### config.mk
export PLATFORM = sky130hd
export DESIGN_NAME = normalizer_pipe
export DESIGN_NICKNAME = d
export VERILOG_FILES = /design/src/rtl/norm_pkg.sv /design/src/rtl/normalizer_pipe_lzc.sv /design/src/rtl/normalizer_pipe.sv
export SDC_FILE = /design/constraint.sdc
export NUM_CORES = 1
export LEC_CHECK = 0
export CORE_MARGIN = 8
export CORE_UTILIZATION = 45
export DETAILED_ROUTE_END_ITERATION = 10
export PLACE_DENSITY = 0.76
export SLEW_MARGIN = 20
export SYNTH_ARGS = -nofsm -noshare
export SYNTH_HDL_FRONTEND = slang
export SYNTH_SLANG_ARGS = --single-unit
### constraint.sdc
create_clock -name clk -period 7.8 [get_ports clk]
set_input_delay 1.56 -clock clk [delete_from_list [all_inputs] [get_ports clk]]
set_output_delay 1.56 -clock clk [all_outputs]
set_load 0.005 [all_outputs]
### src/rtl/norm_pkg.sv
// Shared types and helpers for the FP-adder mantissa normaliser.
package norm_pkg;

  // Width of a leading-zero count that must represent 0..w inclusive.
  function automatic int unsigned shw_f(input int unsigned w);
    return $clog2(w + 1);
  endfunction

  // Largest biased exponent (all ones, the infinity code) for a given width.
  function automatic int unsigned exp_max_f(input int unsigned ew);
    return (32'(1) << ew) - 1;
  endfunction

  localparam int unsigned EW_DEFAULT = 8;
  localparam int unsigned EXP_MAX    = (32'(1) << EW_DEFAULT) - 1;

  // Result classification flags; at most one is set per beat.
  typedef struct packed {
    logic zero;
    logic ovf;
    logic uf;
  } norm_flags_t;

endpackage

### src/rtl/normalizer_pipe_lzc.sv
// Combinational leading-zero counter; an all-zero input returns W.
module lzc #(
  parameter int unsigned W = 28
) (
  input  logic [W-1:0]             a_i,
  output logic [$clog2(W+1)-1:0]   cnt_o
);

  localparam int unsigned CW = $clog2(W + 1);

  // Scan upward so the highest set bit is the last (winning) assignment.
  always_comb begin
    cnt_o = CW'(W);
    for (int i = 0; i < W; i++) begin
      if (a_i[i]) cnt_o = CW'(W - 1 - i);
    end
  end

endmodule

### src/rtl/normalizer_pipe.sv
// Two-stage mantissa normaliser: S1 counts leading zeros, S2 shifts,
// adjusts the exponent and classifies zero/overflow/underflow.
// Optional feature macro: NORM_SUBNORMAL_EN selects gradual underflow
// instead of flush-to-zero.
module normalizer_pipe
  import norm_pkg::*;
#(
  parameter int unsigned MW = 28,
  parameter int unsigned EW = 8
) (
  input  logic          clk,
  input  logic          rst_n,
  input  logic          in_valid,
  output logic          in_ready,
  input  logic [MW-1:0] in_m,
  input  logic [EW-1:0] in_exp,
  input  logic          in_sign,
  output logic          out_valid,
  input  logic          out_ready,
  output logic [MW-1:0] out_m,
  output logic [EW-1:0] out_exp,
  output logic          out_sign,
  output logic          out_zero,
  output logic          out_ovf,
  output logic          out_uf
);

  localparam int unsigned SHW  = shw_f(MW);
  localparam int unsigned XW   = EW + 2;
  localparam int unsigned EMAX = (EW == EW_DEFAULT) ? EXP_MAX : exp_max_f(EW);

  // Stage 1 registers
  logic           s1_valid_q, s1_valid_d;
  logic [MW-1:0]  s1_m_q,     s1_m_d;
  logic [EW-1:0]  s1_exp_q,   s1_exp_d;
  logic           s1_sign_q,  s1_sign_d;
  logic [SHW-1:0] s1_lz_q,    s1_lz_d;
  logic [SHW-1:0] lz_c;

  // Stage 2 (output) registers
  logic           out_valid_q, out_valid_d;
  logic [MW-1:0]  out_m_q,     out_m_d;
  logic [EW-1:0]  out_exp_q,   out_exp_d;
  logic           out_sign_q,  out_sign_d;
  norm_flags_t    flags_q,     flags_d;

  logic           s1_adv_c, s2_adv_c;
  logic signed [XW-1:0] e_c;

  lzc #(.W(MW)) u_lzc (
    .a_i   (in_m),
    .cnt_o (lz_c)
  );

  // Pipeline advance: a stage moves when it is empty or its successor moves.
  always_comb begin
    s2_adv_c = !out_valid_q || out_ready;
    s1_adv_c = !s1_valid_q || s2_adv_c;
  end

  assign in_ready = s1_adv_c;

  // Stage 1 capture.
  always_comb begin
    s1_valid_d = s1_valid_q;
    s1_m_d     = s1_m_q;
    s1_exp_d   = s1_exp_q;
    s1_sign_d  = s1_sign_q;
    s1_lz_d    = s1_lz_q;
    if (s1_adv_c) begin
      s1_valid_d = in_valid;
      if (in_valid) begin
        s1_m_d    = in_m;
        s1_exp_d  = in_exp;
        s1_sign_d = in_sign;
        s1_lz_d   = lz_c;
      end
    end
  end

  // Adjusted exponent, evaluated wide enough to see both overflow and underflow.
  assign e_c = $signed(XW'(s1_exp_q) + XW'(1) - XW'(s1_lz_q));

  // Stage 2 shift, exponent adjust and classification (zero > ovf > uf).
  always_comb begin
    out_valid_d = out_valid_q;
    out_m_d     = out_m_q;
    out_exp_d   = out_exp_q;
    out_sign_d  = out_sign_q;
    flags_d     = flags_q;
    if (s2_adv_c) begin
      out_valid_d = s1_valid_q;
      if (s1_valid_q) begin
        out_sign_d = s1_sign_q;
        flags_d    = '0;
        if (s1_lz_q == SHW'(MW)) begin
          out_m_d      = '0;
          out_exp_d    = '0;
          flags_d.zero = 1'b1;
        end else if (e_c >= $signed(XW'(EMAX))) begin
          out_m_d     = '0;
          out_exp_d   = '1;
          flags_d.ovf = 1'b1;
        end else if (e_c < $signed(XW'(1))) begin
          out_exp_d  = '0;
          flags_d.uf = 1'b1;
`ifdef NORM_SUBNORMAL_EN
          out_m_d    = s1_m_q << s1_exp_q;
`else
          out_m_d    = '0;
`endif
        end else begin
          out_m_d   = s1_m_q << s1_lz_q;
          out_exp_d = e_c[EW-1:0];
        end
      end
    end
  end

  // State registers for both stages.
  always_ff @(posedge clk or negedge rst_n) begin
    if (!rst_n) begin
      s1_valid_q  <= 1'b0;
      s1_m_q      <= '0;
      s1_exp_q    <= '0;
      s1_sign_q   <= 1'b0;
      s1_lz_q     <= '0;
      out_valid_q <= 1'b0;
      out_m_q     <= '0;
      out_exp_q   <= '0;
      out_sign_q  <= 1'b0;
      flags_q     <= '0;
    end else begin
      s1_valid_q  <= s1_valid_d;
      s1_m_q      <= s1_m_d;
      s1_exp_q    <= s1_exp_d;
      s1_sign_q   <= s1_sign_d;
      s1_lz_q     <= s1_lz_d;
      out_valid_q <= out_valid_d;
      out_m_q     <= out_m_d;
      out_exp_q   <= out_exp_d;
      out_sign_q  <= out_sign_d;
      flags_q     <= flags_d;
    end
  end

  assign out_valid = out_valid_q;
  assign out_m     = out_m_q;
  assign out_exp   = out_exp_q;
  assign out_sign  = out_sign_q;
  assign out_zero  = flags_q.zero;
  assign out_ovf   = flags_q.ovf;
  assign out_uf    = flags_q.uf;

endmodule
==> results of run 1 <==
## logic make-up after synthesis
family                   after synthesis  share of synthesized area
adder cells (fa/ha/maj)               15                     0.0378
XOR/XNOR                               2                    0.00339
AND/OR/NAND/NOR                      177                      0.152
flip-flops                            84                      0.407
AO/OA/AOI/OAI                        133                      0.170
multiplexers                          76                      0.192
buffers and inverters                 47                     0.0383
## path summary, 6_finish.rpt
check,startpoint,end,slack [ps]
max,out_ready,in_ready,3520
min,s1_sign_q,out_sign,470
max reg2reg,s1_lz_q[2],out_m[21],3560
min reg2reg,s1_sign_q,out_sign,470
max in group asynchronous,rst_n,out_m[3],6030
min in group asynchronous,rst_n,s1_m_q[20],1250
## final cells by class
type | count | area, µm² | share of cell area
clock inverters | 4 | 50.0 | 0.00787
inverters | 18 | 67.6 | 0.0106
well taps | 143 | 179 | 0.0281
clock buffers | 11 | 243 | 0.0382
repair buffers | 84 | 837 | 0.132
flip-flops and latches | 84 | 2100 | 0.331
multi-input cells | 403 | 2880 | 0.453
## layer usage
metal / up-vias / GRT usage
met3: 18 / 0.0329
met1: 2088 / 0.234
met5: - / 0
li1: 2100 / -
met4: 0 / 0.0858
met2: 150 / 0.287
## metrics by stage
step / hold WS, ps / power (mW) / cells / util / setup slack [ps]
2_1_floorplan: 433 / 0.984 / 534 / - / 4250
3_3_place_gp: 442 / 1.24 / 732 / 0.535 / 3540
3_5_place_dp: 453 / 1.26 / 732 / 0.535 / 3520
4_1_cts: 466 / 1.69 / 747 / 0.561 / 3510
5_1_grt: 499 / 1.78 / 747 / 0.561 / 3270
6_report: 466 / 1.68 / 747 / 0.561 / 3520
## report_power, final
| group | leakage, nW | switching, mW | internal [mW] | total, mW |
|---|---|---|---|---|
| sequential | 1.05 | 0.0713 | 0.533 | 0.604 |
| clock | 0.138 | 0.167 | 0.254 | 0.422 |
| combinational | 1.48 | 0.320 | 0.334 | 0.654 |
## sequential cells by signal (all words and copies together) (netlist names)
signal and count:
s1_m_q 28, out_sign 1, s1_lz_q 5, s1_exp_q 8, out_m 28, out_zero 1
out_valid 1, s1_sign_q 1, out_ovf 1, out_exp 8, out_uf 1, s1_valid_q 1
## tightest hold or removal path, cell delays in order, from the launching register on
cell     delay, ps
dfrtp_1        340
nand2_1         50
nand2_1         50
## synthesized netlist by cell type (4+ instances only)
library cell  number  area share
inv_1             16       0.012
a22o_1            13       0.022
dfrtp_1           84        0.41
o21a_1             4      0.0058
buf_2              5      0.0048
nor2_1            45       0.033
mux4_2            15       0.065
a211oi_1           7       0.010
mux2i_1           26       0.050
o22ai_1            8      0.0097
nand2_1           85       0.062
nor3_1             5      0.0048
clkbuf_1          17       0.012
buf_1              5      0.0036
nand4_1            7      0.0085
nand3_1            8      0.0077
ha_1              14       0.034
o21ai_0           40       0.039
o31ai_1           11       0.016
a21oi_1           23       0.022
nor4_1             7      0.0085
nand2b_1           5      0.0061
mux2_2            35       0.076
==> results.md, run 1 <==
- Max-slew violation count: 0
- Die X: approximately 120 µm
- Area grow syn2layout: 23.0%
- Crit path buffers/inverters: 2
- Crit end category: output port
- Crit-path cells: clkdlybuf4s50_1, nand3b_1, clkdlybuf4s50_1
- Final instance area: 0.00636 mm²
- Routed wl met2: 6050 µm
- Detailed Routing Iterations Pass 1: 5
- Post-CTS setup buffer count: 0
- Routed wire length: 13200 µm
- WP data required: 6240 ps
- Die height: 123 µm
- Synth Net Count: 590
- Ports: 83
- Peak Freq: 234 MHz
- Number of flops mapped to enable cells by yosys: 0
- Max FO, Critical Path: 3
- LEAKAGE: 2.67 nW
- Largest net degree at the start of global routing: 85
- GPL Wtd Cong: 0.966
- TritonCTS Sinks: 84
- Slew HR: 0.320
- Commonest non-fill, non-tap cell in the layout: dfrtp_1
- Met1 wire length: about 6000 µm
- Share of cells above drive strength 1: 0.124
- CP top delay family: buffers and inverters
- Area of the die: 0.0152 mm²
- RSZ-0062 raised after global routing: false
- Outcome: finished, final reports clean
- CTS tree: yes
- Cell Rows: 39
- H-tree levels: 3
- Synthesized area per cell: 9.68 µm²
- Seq cells post-synth: 84
- CP Data Arrival Time: 2720 ps
- Post-layout net count: 656
- CTS root buf: clkbuf_16
- Grt total ovfl: 0
- Final setup TNS: 0 ps
- DR iter-0 viols: 259
- Async SR Flop Fraction: 1.00
- Routed Antenna Nets: 0
- R2R depth: 10
- Min-delay worst type: flop to flop
- Worst path slowest cell: clkdlybuf4s50_1
- DR top layer: met4
- Top_reg_cell synth: dfrtp_1
- Post-layout minimum cycle time: 4280 ps
- DR vias: roughly 4400
- Largest stage delay, worst path: 530 ps
- Vias in the first global route: ~4400
- Hpwl dp: 10200 µm
- Commonest non-fill, non-tap cells in the layout: 84 x dfrtp_1, 83 x nand2_1, 81 x clkdlybuf4s50_1
- ANT cells: 0
- Initial core utilization: 0.456
- Hold Path Stages: 2
- Worst skew pair latency: 340 ps
- GRT Total Usage: 0.180
- Clock buffer depth: 2
- Maximum VDD drop: 0.108 mV
- Initial antenna violation count: 0
- Final hold vios: 0
- Crit. path cell count: 3
- Post-synthesis cell count: 534
- Met3 routed WL: between 800 and 900 µm
- Fillcell total: 1036
- Power density cells: around 260 mW/mm²
- First-pass GRT wire length: 21700 µm
- DR DRC count: 0
- Netlist cell types: 55
- Yosys warns: 0
- Most frequent CP cell: clkdlybuf4s50_1
- Worst-Margin Slew: just over 1000 ps
- Register area share after synthesis: 0.407
- Final setup violation count: 0
- Crit path launch type: primary input
- DP Area: 0.00605 mm²
- Clock slew at the register clock pins of the worst setup and hold paths: 60 ps
- Drt wl/cell: roughly 18 µm
- WS Path Type: primary input to output port
- CTS buffer count: 9
- Core Area: 0.0113 mm²
- Vias per cell: ~6
- Clk_skew: 6.36 ps
- Post-Syn Area: 0.00517 mm²
- Max-Cap Viols: 0
- Period utilization: 0.549
- Port bufs: 82
- Resized cells post-CTS: 0
- Cts hold-fix bufs: 0
(Power assumes the default switching activity.)
==> inputs of run 2 (changes only) <==
==> constraint.sdc (replaced) <==
create_clock -name clk -period 4.2 [get_ports clk]
set_input_delay 0.84 -clock clk [delete_from_list [all_inputs] [get_ports clk]]
set_output_delay 0.84 -clock clk [all_outputs]
set_load 0.005 [all_outputs]
==> run 2 against run 1 <==
Compared with the run above: sequential cell count did not move; largest power group unchanged; power rose by 91%; register-to-register slack got worse by 2800 ps; clock-buffer cell count fell by 1; wire length rose by 4.2%; clock skew rose by 1.3 ps; clock power rose by 100%; largest cell class unchanged; die area did not move; non-clock buffer count rose by 4; hold slack got worse by 1.7 ps; combinational power rose by 87%; final cell count rose by 0.67%.
==> results.md, run 2 (same netlist as run 1, synthesis figures left out) <==
- Worst r2r src: s1_lz_q[0]
- ANT cells: 0 (unchanged)
- Core Area: 0.0113 mm² (unchanged)
- Final setup TNS: 0 ps (unchanged)
- Post-CTS setup buffer count: 0 (unchanged)
- Min-delay worst type: flop to flop
- Commonest non-fill, non-tap cell in the layout: dfrtp_1
- Largest stage delay, worst path: 570 ps (+40 ps)
- Clock slew at the register clock pins of the worst setup and hold paths: 60 ps (about the same)
- Cts hold-fix bufs: 0 (unchanged)
- Grt total ovfl: 0 (unchanged)
- Outcome: finished, final reports clean
- DR iter-0 viols: 264 (+1.9%)
- Die height: 123 µm (unchanged)
- TritonCTS Sinks: 84 (unchanged)
- Area of the die: 0.0152 mm² (unchanged)
- CP Data Arrival Time: 3700 ps (+980 ps)
- LEAKAGE: 2.70 nW (+1.1%)
- Final hold vios: 0 (unchanged)
- Ports: 83 (unchanged)
- Area grow syn2layout: 24.1%
- Slew HR: 0.298 (-0.0225)
- Crit path buffers/inverters: 1 (-1)
- Die X: 123 µm (unchanged)
- CTS tree: yes
- GPL Wtd Cong: 0.913 (-5.5%)
- Power density cells: 500 mW/mm² (+89%)
- First-pass GRT wire length: 22200 µm (+2.5%)
- Max-slew violation count: 0 (unchanged)
- Met3 routed WL: 848 µm (-1.6%)
- Layout Utilization: 0.567 (+0.00519)
- Post-layout net count: 660 (+0.61%)
- Most frequent CP cell: ha_1
- Share of cells above drive strength 1: 0.133 (+0.00883)
- Routed wire length: 13800 µm (+4.2%)
- Met1 wire length: 6340 µm (+5.2%)
- Routed Antenna Nets: 0 (unchanged)
- Vias in the first global route: 4401 (-0.068%)
- Port bufs: 82 (unchanged)
- Commonest non-fill, non-tap cells in the layout: 84 x dfrtp_1, 83 x nand2_1, 81 x clkdlybuf4s50_1
- Drt wl/cell: 18.3 µm (+3.5%)
- Cell Rows: 39 (unchanged)
- Final instance area: 0.00641 mm² (+0.93%)
- WP data required: 4420 ps (-1820 ps)
- DR vias: 4339 (-0.39%)
- Hpwl dp: 10600 µm (+3.2%)
- Peak Freq: 287 MHz
- CTS root buf: clkbuf_16
- CP top delay family: simple AND/OR/NAND/NOR gates
- WS Path Type: flop to flop
- DP Area: 0.00608 mm² (+0.50%)
- Worst path slowest cell: or4_1
- Crit path launch type: flop
- Final setup violation count: 0 (unchanged)
- Period utilization: 0.829
- Worst skew pair latency: 340 ps (about the same)
- Maximum VDD drop: 0.255 mV (+140%)
- CTS buffer count: 9 (unchanged)
- Initial core utilization: 0.456 (unchanged)
- Clock buffer depth: 2 (unchanged)
- Resized cells post-CTS: 0 (unchanged)
- Largest net degree at the start of global routing: 85 (unchanged)
- Routed wl met2: 6250 µm (+3.2%)
- Crit end category: flop
- Vias per cell: 5.77 (-1.1%)
- Initial antenna violation count: 0 (unchanged)
- Clk_skew: 7.61 ps (+1.25 ps)
- DR top layer: met4
- RSZ-0062 raised after global routing: false
- Crit-path cells: clkinv_1, ha_1, ha_1, fa_1, a211oi_2, o211ai_1, nor3b_1, or4_1, and2_4, and3_4, a22o_1
- Worst-Margin Slew: 1050 ps (+33.6 ps)
- Start point of the critical path: s1_lz_q[0]
- DR DRC count: 0 (unchanged)
- Worst Hold Launch: s1_sign_q
- Post-layout minimum cycle time: roughly 3500 ps
- Max FO, Critical Path: 12 (+9)
- Detailed Routing Iterations Pass 1: 4 (-1)
- Max-Cap Viols: 0 (unchanged)
- GRT Total Usage: 0.185 (+0.00445)
- H-tree levels: 3 (unchanged)
[run 2: cell types whose count changed in the layout (fill, tap and decap cells not counted), sizes merged]
cell and change:
clkbuf -1, buf +4, bufinv +1, clkinvlp +1
[run 2: routing by layer]
layer / vias up / GRT usage
met5: - / 0
met4: 0 / 0.0730
met3: 22 / 0.0274
met2: 155 / 0.289
met1: 2057 / 0.254
li1: 2105 / -
[run 2: final timing paths]
path / end / slack (ps) / depth (start not counted)
setup / recovery: out_m[18] / 720 / 11
hold / removal: out_sign / 460 / 2
setup reg to reg: out_m[18] / 720 / 11
hold reg to reg: out_sign / 460 / 2
max in group asynchronous: out_exp[3] / 3150 / 1
min in group asynchronous: s1_m_q[18] / 550 / 1
[run 2: cell type report]
type                    count  area, µm²
clock buffers              10        239
clock inverters             6       87.6
fillers                  1037       4910
inverters                  18       67.6
multi-input cells         403       2870
flip-flops and latches     84       2100
well taps                 143        179
repair buffers             88        867
[run 2: tightest hold or removal path, delay by kind of cell, from the launching register on]
| family | cells | cell delay, ps |
|---|---|---|
| DFF | 1 | 340 |
| and+or+nand+nor | 2 | 100 |
[run 2: per-stage QoR]
step / power [mW] / std cells / hold WS, ps / setup slack [ps]
after global routing: 3.40 / 752 / 493 / 521
final: 3.21 / 752 / 465 / 720
after floorplan: 1.83 / 534 / 433 / 649
after global placement: 2.33 / 736 / 442 / 837
after CTS: 3.22 / 752 / 466 / 724
after detailed placement: 2.36 / 736 / 452 / 761
[run 2: report_power, final]
part / internal [mW] / total [mW] / switching [mW]
Combinational: 0.622 / 1.22 / 0.603
Clock: 0.536 / 0.861 / 0.325
Sequential: 0.990 / 1.12 / 0.134
Total: 2.15 / 3.21 / 1.06
==> inputs of run 3 (changes only) <==
--- a/config.mk
+++ b/config.mk
@@ -8,7 +8,7 @@
 export CORE_MARGIN = 8
 export CORE_UTILIZATION = 45
 export DETAILED_ROUTE_END_ITERATION = 10
-export PLACE_DENSITY = 0.76
+export PLACE_DENSITY = 0.79
 export SLEW_MARGIN = 20
 export SYNTH_ARGS = -nofsm -noshare
 export SYNTH_HDL_FRONTEND = slang
==> constraint.sdc (replaced) <==
create_clock -name clk -period 3.1 [get_ports clk]
set_input_delay 0.62 -clock clk [delete_from_list [all_inputs] [get_ports clk]]
set_output_delay 0.62 -clock clk [all_outputs]
set_load 0.005 [all_outputs]
==> run 3 against run 2 <==
Compared with the run above: non-clock buffer count grew 11; clock skew shrank 1.7 ps; final cell count grew 1.6%; maximum frequency grew 15%; highest routed layer unchanged.
==> results.md, run 3 (same netlist as run 1, synthesis figures left out) <==
- Worst-Margin Slew: 766 ps (-284 ps)
- Hpwl dp: 11000 µm (+3.7%)
- WP data required: 3330 ps (-1090 ps)
- Final setup TNS: 0 ps (unchanged)
- Crit path launch type: flop
- GRT Total Usage: 0.191 (+0.00580)
- Die X: 123 µm (unchanged)
- Crit end category: flop
- Commonest non-fill, non-tap cell in the layout: dfrtp_1
- Drt wl/cell: 18.5 µm (+1.2%)
- ANT cells: 0 (unchanged)
- CP Data Arrival Time: 3260 ps (-440 ps)
- Worst skew pair latency: 350 ps (about the same)
- Met1 wire length: 6360 µm (+0.28%)
- Routed Antenna Nets: 0 (unchanged)
- Crit path buffers/inverters: 2 (+1)
- Core Area: 0.0113 mm² (unchanged)
- RSZ-0062 raised after global routing: false
- Ports: 83 (unchanged)
- GPL Wtd Cong: 0.905 (-0.83%)
- First-pass GRT wire length: 22600 µm (+1.5%)
- Max FO, Critical Path: 6 (-6)
- TritonCTS Sinks: 84 (unchanged)
- Min-delay worst type: primary input to async pin
- Cts hold-fix bufs: 0 (unchanged)
- CTS tree: yes
- Post-Place Worst Slack: 3.93 ps (-757 ps)
- Commonest non-fill, non-tap cells in the layout: 84 x dfrtp_1, 83 x nand2_1, 81 x clkdlybuf4s50_1
- Period utilization: 0.975 (+0.147)
- CTS root buf: clkbuf_16
- Cell Rows: 39 (unchanged)
- Outcome: finished, final reports clean
- Power density cells: 688 mW/mm² (+38%)
- Final hold vios: 0 (unchanged)
- Largest net degree at the start of global routing: 85 (unchanged)
- Final setup violation count: 0 (unchanged)
- Max-slew violation count: 0 (unchanged)
- Initial antenna violation count: 0 (unchanged)
- DR vias: 4471 (+3.0%)
- Detailed Routing Iterations Pass 1: 4 (unchanged)
- WS Path Type: flop to flop
- CTS buffer count: 9 (unchanged)
- Area of the die: 0.0152 mm² (unchanged)
- Worst path slowest cell: or4_4
- Vias per cell: 5.85 (+1.4%)
- Fillcell total: 1004 (-3.2%)
- Port bufs: 82 (unchanged)
- Largest stage delay, worst path: 530 ps (-40 ps)
- Crit-path cells: inv_1, ha_1, inv_1, ha_4, fa_2, a211oi_4, o211ai_1, nor3b_2, or4_4, and2_4, and3_4, a22o_1
- Max-Cap Viols: 0 (unchanged)
- Vias in the first global route: 4457 (+1.3%)
- DR iter-0 viols: 271 (+2.7%)
- Grt total ovfl: 0 (unchanged)
- DR DRC count: 0 (unchanged)
- Clk_skew: 5.90 ps (-1.71 ps)
- Slew HR: 0.489 (+0.192)
- Post-CTS setup buffer count: 0 (unchanged)
- Peak Freq: 331 MHz (+15%)
- Most frequent CP cell: inv_1
- DR top layer: met4
- Clock slew at the register clock pins of the worst setup and hold paths: 60 ps (about the same)
- Initial core utilization: 0.456 (unchanged)
- Share of cells above drive strength 1: 0.161 (+0.0280)
- LEAKAGE: 2.78 nW (+3.2%)
- CP top delay family: simple AND/OR/NAND/NOR gates
- Met3 routed WL: 855 µm (+0.83%)
- Area grow syn2layout: 27.6%
- Post-layout minimum cycle time: 3020 ps (-457 ps)
- Routed wl met2: 6700 µm (+7.2%)
- Routed wire length: 14100 µm (+2.8%)
- Die height: 123 µm (unchanged)
- H-tree levels: 3 (unchanged)
- Post-layout net count: 672 (+1.8%)
- Maximum VDD drop: 0.356 mV (+40%)
- Final setup margin: 76.9 ps (-643 ps)
- Clock buffer depth: 2 (unchanged)
[run 3: layout make-up]
type	instances	area, µm²	area share
Multi-Input combinational cell	404	2940	0.446
Sequential cell	84	2100	0.319
Timing Repair Buffer	99	950	0.144
Clock buffer	12	256	0.0389
Tap cell	143	179	0.0271
Clock inverter	4	95.1	0.0144
Inverter	18	72.6	0.0110
[run 3: per-layer routing]
| layer | vias up | track usage |
|---|---|---|
| met2 | 157 | 0.301 |
| met1 | 2167 | 0.250 |
| met4 | 0 | 0.0760 |
| met3 | 20 | 0.0416 |
| li1 | 2127 | - |
| met5 | - | 0 |
[run 3: repair_timing]
| item | in CTS | in global routing |
|---|---|---|
| pin swaps | 0 | 2 |
| setup endpoints to repair | 1 | 16 |
| cloned | 0 | 1 |
| resized for setup | 1 | 2 |
[run 3: through the flow]
step | instance area, µm² | hold WS (ps) | std cells | util | power, mW
6_report | 6600 | 294 | 764 | 0.583 | 4.54
3_5_place_dp | 6220 | 457 | 747 | 0.549 | 3.26
5_1_grt | 6600 | 387 | 764 | 0.583 | 4.80
2_1_floorplan | 5240 | 324 | 534 | - | 2.50
4_1_cts | 6580 | 471 | 763 | 0.581 | 4.53
3_3_place_gp | 6220 | 446 | 747 | 0.549 | 3.19
[run 3: final timing paths]
path                             startpoint          to  slack (ps)  cells after the start
worst max-delay path            s1_exp_q[1]   out_m[18]          80                     12
max in group asynchronous             rst_n   out_m[26]        2250                      1
min in group clk                  s1_sign_q    out_sign         470                      2
worst min-delay path                  rst_n  s1_m_q[22]         290                      1
worst min register to register    s1_sign_q    out_sign         470                      2
worst max register to register  s1_exp_q[1]   out_m[18]          80                     12
[run 3: where the power goes]
| part | leakage [nW] | switching (mW) | internal (mW) | total [mW] |
|---|---|---|---|---|
| Sequential | 1.05 | 0.181 | 1.34 | 1.52 |
| Clock | 0.173 | 0.431 | 0.830 | 1.26 |
| Combinational | 1.56 | 0.855 | 0.903 | 1.76 |
